File: config.mk
export PLATFORM = sky130hd
export DESIGN_NAME = stack_port_ctrl
export DESIGN_NICKNAME = d
export VERILOG_FILES = /design/src/rtl/stack_ctrl_pkg.sv /design/src/rtl/stack_port_ctrl.sv
export SDC_FILE = /design/constraint.sdc
export NUM_CORES = 1
export LEC_CHECK = 0
export ABC_AREA = 1
export CORE_MARGIN = 3
export CORE_UTILIZATION = 42
export CTS_CLUSTER_SIZE = 28
export DETAILED_ROUTE_END_ITERATION = 16
export PLACE_DENSITY = 0.81
export SYNTH_ARGS = -nofsm -noshare
export SYNTH_HDL_FRONTEND = slang
export SYNTH_SLANG_ARGS = --single-unit
File: constraint.sdc
create_clock -name clk -period 2.8 [get_ports clk]
set_clock_uncertainty 0.2 [all_clocks]
set_input_delay 0.7 -clock clk [delete_from_list [all_inputs] [get_ports clk]]
set_output_delay 0.7 -clock clk [all_outputs]
set_load 0.02 [all_outputs]
File: src/rtl/stack_ctrl_pkg.sv
// Shared encodings for the stack RAM sequencer: op codes, FSM states, default depth.
package stack_ctrl_pkg;

  localparam int DEFAULT_DEPTH = 256;

  localparam logic [2:0] OP_NOP  = 3'd0;
  localparam logic [2:0] OP_PUSH = 3'd1;
  localparam logic [2:0] OP_POP  = 3'd2;
  localparam logic [2:0] OP_POP2 = 3'd3;
  localparam logic [2:0] OP_PEEK = 3'd4;
  localparam logic [2:0] OP_REPL = 3'd5;

  typedef enum logic [1:0] {
    ST_IDLE  = 2'd0,
    ST_ISSUE = 2'd1,
    ST_DATA  = 2'd2,
    ST_RESP  = 2'd3
  } state_t;

endpackage

File: src/rtl/stack_port_ctrl.sv
// Stack RAM sequencer: push/pop/peek/replace with TOS/NOS response, 2 cycles from accept to rsp_valid.
// One request in flight; req_ready only in IDLE, response held until rsp_ready.
module stack_port_ctrl
  import stack_ctrl_pkg::*;
#(
  parameter int DEPTH = DEFAULT_DEPTH,
  parameter int AW    = 8
) (
  input  logic          clk,
  input  logic          rst_n,
  input  logic          req_valid,
  output logic          req_ready,
  input  logic [2:0]    req_op,
  input  logic [31:0]   req_data,
  output logic          rsp_valid,
  input  logic          rsp_ready,
  output logic [31:0]   rsp_a,
  output logic [31:0]   rsp_b,
  output logic          rsp_fault,
  output logic [AW:0]   depth,
  output logic          empty,
  output logic          full,
  output logic [31:0]   ram_addr_a,
  output logic [31:0]   ram_datain_a,
  output logic          ram_wr_a,
  input  logic [31:0]   ram_data_a,
  output logic [31:0]   ram_addr_b,
  input  logic [31:0]   ram_data_b
);

  localparam logic [AW:0] DEPTH_MAX = (AW+1)'(DEPTH);
  localparam logic [AW:0] D_ONE     = (AW+1)'(1);
  localparam logic [AW:0] D_TWO     = (AW+1)'(2);

  state_t        state, next_state;
  logic [2:0]    op_q;
  logic [31:0]   data_q;
  logic          fault_q;
  logic          nos_zero_q;
  logic [AW:0]   depth_q;

  logic          fault_calc;
  logic          nos_zero_calc;
  logic [AW-1:0] top_addr, tos_addr, nos_addr;
  logic [AW-1:0] addr_a, addr_b;

  assign depth     = depth_q;
  assign empty     = (depth_q == '0);
  assign full      = (depth_q == DEPTH_MAX);
  assign rsp_valid = (state == ST_RESP);

  assign top_addr = depth_q[AW-1:0];
  assign tos_addr = depth_q[AW-1:0] - AW'(1);
  assign nos_addr = depth_q[AW-1:0] - AW'(2);

  assign ram_addr_a = {{(32-AW){1'b0}}, addr_a};
  assign ram_addr_b = {{(32-AW){1'b0}}, addr_b};

  // Decided at accept time against the pre-op depth, which cannot move until ISSUE ends.
  always_comb begin
    fault_calc    = 1'b0;
    nos_zero_calc = 1'b0;
    case (req_op)
      OP_NOP:  fault_calc = 1'b0;
      OP_PUSH: begin
        fault_calc    = full;
        nos_zero_calc = empty;
      end
      OP_POP, OP_PEEK, OP_REPL: begin
        fault_calc    = empty;
        nos_zero_calc = (depth_q < D_TWO);
      end
      OP_POP2: fault_calc = (depth_q < D_TWO);
      default: fault_calc = 1'b1;
    endcase
  end

  always_comb begin
    next_state   = state;
    req_ready    = 1'b0;
    ram_wr_a     = 1'b0;
    ram_datain_a = '0;
    addr_a       = '0;
    addr_b       = '0;
    case (state)
      ST_IDLE: begin
        req_ready = 1'b1;
        if (req_valid) next_state = ST_ISSUE;
      end
      ST_ISSUE: begin
        next_state = ST_DATA;
        case (op_q)
          OP_PUSH: begin
            addr_a       = top_addr;
            addr_b       = tos_addr;
            ram_datain_a = data_q;
            ram_wr_a     = !fault_q;
          end
          OP_POP, OP_POP2, OP_PEEK: begin
            addr_a = tos_addr;
            addr_b = nos_addr;
          end
          OP_REPL: begin
            addr_a       = tos_addr;
            addr_b       = nos_addr;
            ram_datain_a = data_q;
            ram_wr_a     = !fault_q;
          end
          default: ;
        endcase
      end
      ST_DATA: next_state = ST_RESP;
      ST_RESP: if (rsp_ready) next_state = ST_IDLE;
      default: next_state = ST_IDLE;
    endcase
  end

  always_ff @(posedge clk or negedge rst_n) begin
    if (!rst_n) state <= ST_IDLE;
    else        state <= next_state;
  end

  always_ff @(posedge clk or negedge rst_n) begin
    if (!rst_n) begin
      op_q       <= OP_NOP;
      data_q     <= '0;
      fault_q    <= 1'b0;
      nos_zero_q <= 1'b0;
      depth_q    <= '0;
      rsp_a      <= '0;
      rsp_b      <= '0;
      rsp_fault  <= 1'b0;
    end else begin
      if (state == ST_IDLE && req_valid) begin
        op_q       <= req_op;
        data_q     <= req_data;
        fault_q    <= fault_calc;
        nos_zero_q <= nos_zero_calc;
      end
      if (state == ST_ISSUE && !fault_q) begin
        case (op_q)
          OP_PUSH: depth_q <= depth_q + D_ONE;
          OP_POP:  depth_q <= depth_q - D_ONE;
          OP_POP2: depth_q <= depth_q - D_TWO;
          default: ;
        endcase
      end
      // Write-first port A already reflects the new value for PUSH/REPL.
      if (state == ST_DATA) begin
        rsp_fault <= fault_q;
        if (fault_q || op_q == OP_NOP) begin
          rsp_a <= '0;
          rsp_b <= '0;
        end else begin
          rsp_a <= ram_data_a;
          rsp_b <= nos_zero_q ? 32'd0 : ram_data_b;
        end
      end
    end
  end

endmodule

==> impl_metrics.csv, run 1 <==
group,metric,value,unit
yosys,synth-seq-cells,113,
clocking,cts_made_buffers,17,
yosys,yosys_warnings,0,
route,drtAntennaViolNets,0,
global_route,grt_pass1_vias,5809,
worst_setup_path,arrival,1.88,ns
yosys,synth-seq-area-share,45.9,%
timing,fin_crit,2.78,ns
floorplanning,num_rows,43,
clocking,htree_levels,4,
worst_setup_path,cp_cell_sequence,"buf_4 -> nor2_4 -> nand2_2 -> nor2_2 -> xor2_1 -> or2_4 -> a21oi_2 -> buf_6",
floorplanning,core,14100,sq um
worst_hold_path,hp-class,"in -> async",
global_route,grt_overflow,0,
clocking,cts_tree,"built",
floorplanning,die_y,127,microns
worst_setup_path,startpoint_type,"flop",
timing,rsz0062_at_grt,"yes",
clocking,clkLatencyLatePin,0.41,ns
outcome,status,"finished, final reports clean",
layout,nets,1158,
job,drv_cap,0,
timing,fmax,359,MHz
route,vias,6022,
worst_setup_path,critPathCaptureType,"output pin",
clocking,clk_pin_slew,0.06,ns
clocking,clock_path_buffers,2,
floorplanning,fp.dieW,127,microns
route,drtPass1Iterations,6,
route,vias_per_cell,4.87,
floorplanning,die-area,16200,sq um
place,place_worst_setup_slack,-0.0899,ns
worst_setup_path,cp_num_buf_inv,2,
power,power.density,1190,nW/um^2
global_route,grt.total_usage,22.6,%
timing,hold_violations,0,
global_route,antenna_found_initial,0,
timing,period_share,99.4,%
worst_setup_path,required,1.90,ns
timing,worstMarginPinSlew,0.681,ns
layout,n_fill_cell,1073,
route,wl_per_cell,15.1,microns
worst_setup_path,critical-path-top-delay-family,"simple AND/OR/NAND/NOR gates",
layout,antenna_cells,0,
timing,fin_ws,0.0179,ns
power,p_leak,4.39,nW
timing,hold_slack,0.0833,ns
place,placed_cell_area,8770,sq um
yosys,ys_types,38,
floorplanning,start_util,43.8,%
timing,relSlewSlack,54.5,%
clocking,cts-root-buf,"clkbuf_16",
place,hpwl,13100,microns
yosys,syn_area,6170,sq um
power,irDropWorstVdd,721,uV
floorplanning,io_pins,278,
place,io_buffers,229,
worst_setup_path,critPathMaxFanout,3,
timing,setup_viol,0,
worst_setup_path,max_stage_delay,0.40,ns
timing,drv_slew,0,
layout,stdcell_area,9700,sq um
layout,layout-area-overhead-vs-synth,57.2,%
global_route,grt_max_degree,70,
worst_setup_path,crit_type,"reg -> out",
worst_setup_path,cp_slowest_cell,"dfrtp_1",
clocking,clock-sinks,113,
layout,post_route_cells_drive_above_1_share,18.6,%
route,routed_wirelength,18700,microns
global_route,grt_pass1_wl,29400,microns
route,drtIter0Drc,361,
yosys,avgSynthCellArea,7.85,sq um
place,place_congestion,0.912,
route,remaining_drc_errors,0,
yosys,syn-instance-count,786,
==> per-stage QoR <==
| step | cells | setup TNS, ns | utilization (%) | total power [mW] |
|---|---|---|---|---|
| 2_1_floorplan | 833 | 0 | - | 6.13 |
| 3_3_place_gp | 1202 | -0.169 | 62.2 | 8.52 |
| 3_5_place_dp | 1202 | -0.502 | 62.2 | 8.63 |
| 4_1_cts | 1235 | -0.0517 | 67.6 | 11.2 |
| 5_1_grt | 1237 | -0.809 | 68.8 | 12.3 |
| 6_report | 1237 | 0 | 68.8 | 11.5 |
==> power by group <==
part	switching, mW	total (mW)	internal [mW]
logic	3.73	6.35	2.63
registers	0.347	2.68	2.33
clock network	0.733	2.47	1.74
total	4.81	11.5	6.70
==> synth_stat cells (all sizes together) <==
cell,n,share of area [%]
a21oi,27,2.4
a22oi,2,0.24
a31oi,1,0.10
a41oi,1,0.14
buf,55,6.5
clkbuf,32,1.9
conb,1,0.061
dfrtp,113,46
ha,10,2.0
inv,139,8.5
mux2,1,0.18
nand2,124,7.8
nand3,80,7.1
nand3b,1,0.12
nand4,1,0.10
nor2,63,4.0
nor3,3,0.32
nor4,1,0.20
nor4b,1,0.14
o21ai,75,6.1
o21bai,2,0.30
o22ai,36,3.7
or2,3,0.30
xnor2,1,0.14
xor2,13,1.8
==> flip-flops by register name, summed over array words and instances, names as in the netlist <==
| name | flops |
|---|---|
| data_q | 32 |
| rsp_a | 32 |
| rsp_b | 32 |
| depth | 9 |
| op_q | 3 |
| state | 2 |
| fault_q | 1 |
| nos_zero_q | 1 |
| rsp_fault | 1 |
==> per-layer routing <==
metal,up-vias,global-route usage [%],share of wire [%]
li1,2911,-,-
met1,2812,28.3,41
met2,270,38.5,49
met3,29,6.15,8.3
met4,0,6.56,1.5
met5,-,0,0
==> path summary, 6_finish.rpt <==
check	cells after the start	slack [ns]	from	end
max	8	0.02	depth[2]	ram_addr_b[6]
max in group asynchronous	2	1.69	rst_n	rsp_a[0]
min reg2reg	1	0.31	rsp_fault	rsp_fault
min	1	0.08	rst_n	depth[1]
min in group clk	1	0.31	rsp_fault	rsp_fault
max reg2reg	8	0.47	state[1]	depth[3]
==> cell usage in the layout (no fill, tap or decap), types with 2 or more instances in the layout <==
cell type          n
a21oi_1           17
a21oi_2           10
a22oi_1            2
buf_12             5
buf_2              5
buf_4             51
buf_6             11
bufinv_16          6
clkbuf_1           2
clkbuf_16         17
clkbuf_8           3
clkdlybuf4s15_2   30
clkdlybuf4s50_1  176
clkinv_4           2
conb_1            48
dfrtp_1          113
ha_1               4
ha_4               6
inv_1            129
inv_2              9
nand2_1          114
nand2_2            9
nand3_1           72
nand3_2            5
nand3_4            3
nor2_1            54
nor2_2             7
nor2_4             2
nor3_1             2
o21ai_0           74
o22ai_1           35
or2_2              2
xor2_1            10
xor2_2             3
==> layout make-up <==
type	count	area [sq um]	area share, %
tap	180	225	2.32
clock buffer	22	474	4.89
inverter	139	524	5.41
timing repair buffer	280	2750	28.4
multi-input combinational	494	2690	27.8
sequential	113	2830	29.2
clock inverter	9	203	2.09
==> worst reg2reg max path: cells and delay by family (launching register included) <==
family / cells / cell delay [ns]
AO/OA/AOI/OAI: 1 / 0.10
flip-flops: 1 / 0.37
buffers and inverters: 4 / 0.90
AND/OR/NAND/NOR: 2 / 0.44
adder cells (fa/ha/maj): 1 / 0.19
==> logic make-up after synthesis <==
group | after synthesis | synth area share, %
AOI/OAI and AO/OA | 144 | 12.9
xor gates and xnor gates | 14 | 1.99
adders and majority gates | 10 | 2.03
buffers and inverters | 226 | 16.9
DFF | 113 | 45.9
muxes | 1 | 0.183
other | 1 | 0.0608
and+or+nand+nor | 277 | 20.1
==> repair_timing <==
action,in CTS,in global routing
gates resized for setup,192,56
pin swaps,5,22
setup endpoints to repair,51,50
endpoints found under the hold margin,0,0
buffers inserted,2,2
hold buffers,0,0
(Power assumes the default switching activity.)
==> run 2, diff against run 1 <==
- SLEW_MARGIN: default -> 40
- clock period: 2.8 -> 2.85 ns (I/O delays scaled with it)
==> run 2 against run 1 <==
  * The flow now finishes with violations (setup timing)
  * Routed wire length decreased by 3.6%
  * Global-route usage decreased by 0.78 points
  * Sequential cell count unchanged
  * Critical path depth decreased by 3
  * Register-to-register slack improved by 0.20 ns
  * Clock-buffer cell count unchanged
  * Total power decreased by 8.0%
  * Die area unchanged
  * Utilization decreased by 3.6 points
  * Largest cell class unchanged
  * Largest power group unchanged
==> impl_metrics.csv, run 2 (synthesized netlist as in run 1, its figures left out) <==
group,metric,value,unit
outcome,status,"complete, but fails checks",
outcome,failed_checks,"setup timing",
clocking,postCtsHoldBufs,0,
worst_setup_path,max_stage_delay,0.38,ns
route,drtPass1Iterations,4,
timing,period_share,101,%
layout,layout-area-overhead-vs-synth,49.1,%
layout,nets,1158,
floorplanning,io_pins,278,
place,placed_cell_area,8740,sq um
timing,fmax,348,MHz
layout,post_route_cells_drive_above_1_share,16.4,%
timing,relSlewSlack,63.2,%
worst_setup_path,critical-path-top-delay-family,"buffers and inverters",
global_route,grt.total_usage,21.8,%
route,routed_wirelength,18000,microns
clocking,htree_levels,4,
power,power.density,1150,nW/um^2
timing,fin_ws,-0.0211,ns
job,drv_cap,0,
worst_setup_path,cp_num_buf_inv,2,
layout,fin_util,65.2,%
worst_hold_path,hp-class,"in -> async",
global_route,grt_pass1_wl,28300,microns
timing,worstMarginPinSlew,0.551,ns
place,hpwl,13000,microns
clocking,clock-sinks,113,
global_route,grt_max_degree,55,
layout,stdcell_area,9200,sq um
floorplanning,num_rows,43,
worst_setup_path,arrival,1.96,ns
layout,layout_common_cells,"176 x clkdlybuf4s50_1, 133 x inv_1, 118 x nand2_1",
timing,fin_crit,2.87,ns
layout,final_common_cell,"clkdlybuf4s50_1",
worst_setup_path,crit_type,"reg -> out",
clocking,cts_tree,"built",
worst_setup_path,critPathCaptureType,"output pin",
power,irDropWorstVdd,775,uV
floorplanning,die-area,16200,sq um
route,vias,5912,
layout,largestRegisters,"data_q x32, rsp_a x32, rsp_b x32",
worst_setup_path,cp_cell_sequence,"inv_1 -> ha_1 -> or2_2 -> a21oi_1 -> clkdlybuf4s15_1",
clocking,cts-root-buf,"clkbuf_16",
timing,drv_slew,0,
clocking,clkLatencyLatePin,0.41,ns
floorplanning,core,14100,sq um
worst_setup_path,critPathMaxFanout,3,
place,place_congestion,0.921,
clocking,clock_path_buffers,2,
route,remaining_drc_errors,0,
floorplanning,start_util,43.8,%
global_route,grt_pass1_vias,5640,
route,wl_per_cell,14.6,microns
clocking,cts_made_buffers,17,
worst_setup_path,required,1.94,ns
floorplanning,die_y,127,microns
worst_setup_path,cp_slowest_cell,"dfrtp_1",
layout,antenna_cells,0,
route,vias_per_cell,4.78,
timing,setup_viol,1,
global_route,antenna_found_initial,0,
timing,rsz0062_at_grt,"yes",
route,drtIter0Drc,340,
floorplanning,fp.dieW,127,microns
power,p_leak,4.32,nW
worst_setup_path,startpoint_type,"flop",
global_route,grt_overflow,0,
route,drtAntennaViolNets,0,
clocking,clk_pin_slew,0.06,ns
place,io_buffers,229,
timing,hold_violations,0,
[run 2: final timing paths]
check                          start       endpoint  slack (ns)  depth (start not counted)
min                            rst_n        op_q[1]        0.06                          1
max reg2reg                  op_q[0]       depth[8]        0.67                         15
max in group asynchronous      rst_n       rsp_a[0]        1.78                          2
max                         depth[2]  ram_addr_b[2]       -0.02                          5
min reg2reg                rsp_fault      rsp_fault        0.31                          1
min in group clk           rsp_fault      rsp_fault        0.31                          1
[run 2: worst reg2reg max path, delay by kind of cell, from the launching register on]
kind	cells	cell delay, ns
buffers and inverters	4	0.38
AOI/OAI and AO/OA	1	0.15
and+or+nand+nor	9	0.88
adders and majority gates	1	0.14
DFF	1	0.38
[run 2: per-layer routing]
layer / share of wire (%) / wire (microns) / GRT usage, %
met4: 1.9 / 335 / 6.81
met3: 8.3 / 1500 / 7.15
met2: 48 / 8740 / 36.0
met1: 41 / 7470 / 27.4
met5: 0 / 0 / 0
[run 2: final cells by class]
| type | instances | area (sq um) |
|---|---|---|
| fillers | 1157 | 4900 |
| flip-flops and latches | 113 | 2830 |
| multi-input cells | 494 | 2540 |
| repair buffers | 280 | 2480 |
| inverters | 139 | 524 |
| clock buffers | 22 | 464 |
| well taps | 180 | 225 |
| clock inverters | 10 | 134 |
[run 2: repair_timing]
action | CTS | global route
pin swaps | 0 | 4
buffers inserted | 1 | 2
resized for setup | 127 | 67
setup endpoints to repair | 51 | 52
[run 2: power by group]
group | switching (mW) | leakage (nW) | internal, mW
Sequential | 0.341 | 1.46 | 2.29
Clock | 0.734 | 0.290 | 1.41
Combinational | 3.45 | 2.57 | 2.35
[run 2: per-stage QoR]
step           TNS, ns  power (mW)  hold WS [ns]  instances  setup WS [ns]
3_3_place_gp         0        8.29         0.293       1203         0.0133
6_report       -0.0211        10.6        0.0573       1238        -0.0211
3_5_place_dp   -0.0103        8.41         0.299       1203       -0.00698
5_1_grt         -0.879        11.3        0.0724       1238         -0.137
2_1_floorplan        0        6.02         0.217        833          0.176
4_1_cts         -0.108        10.6        0.0588       1236        -0.0403
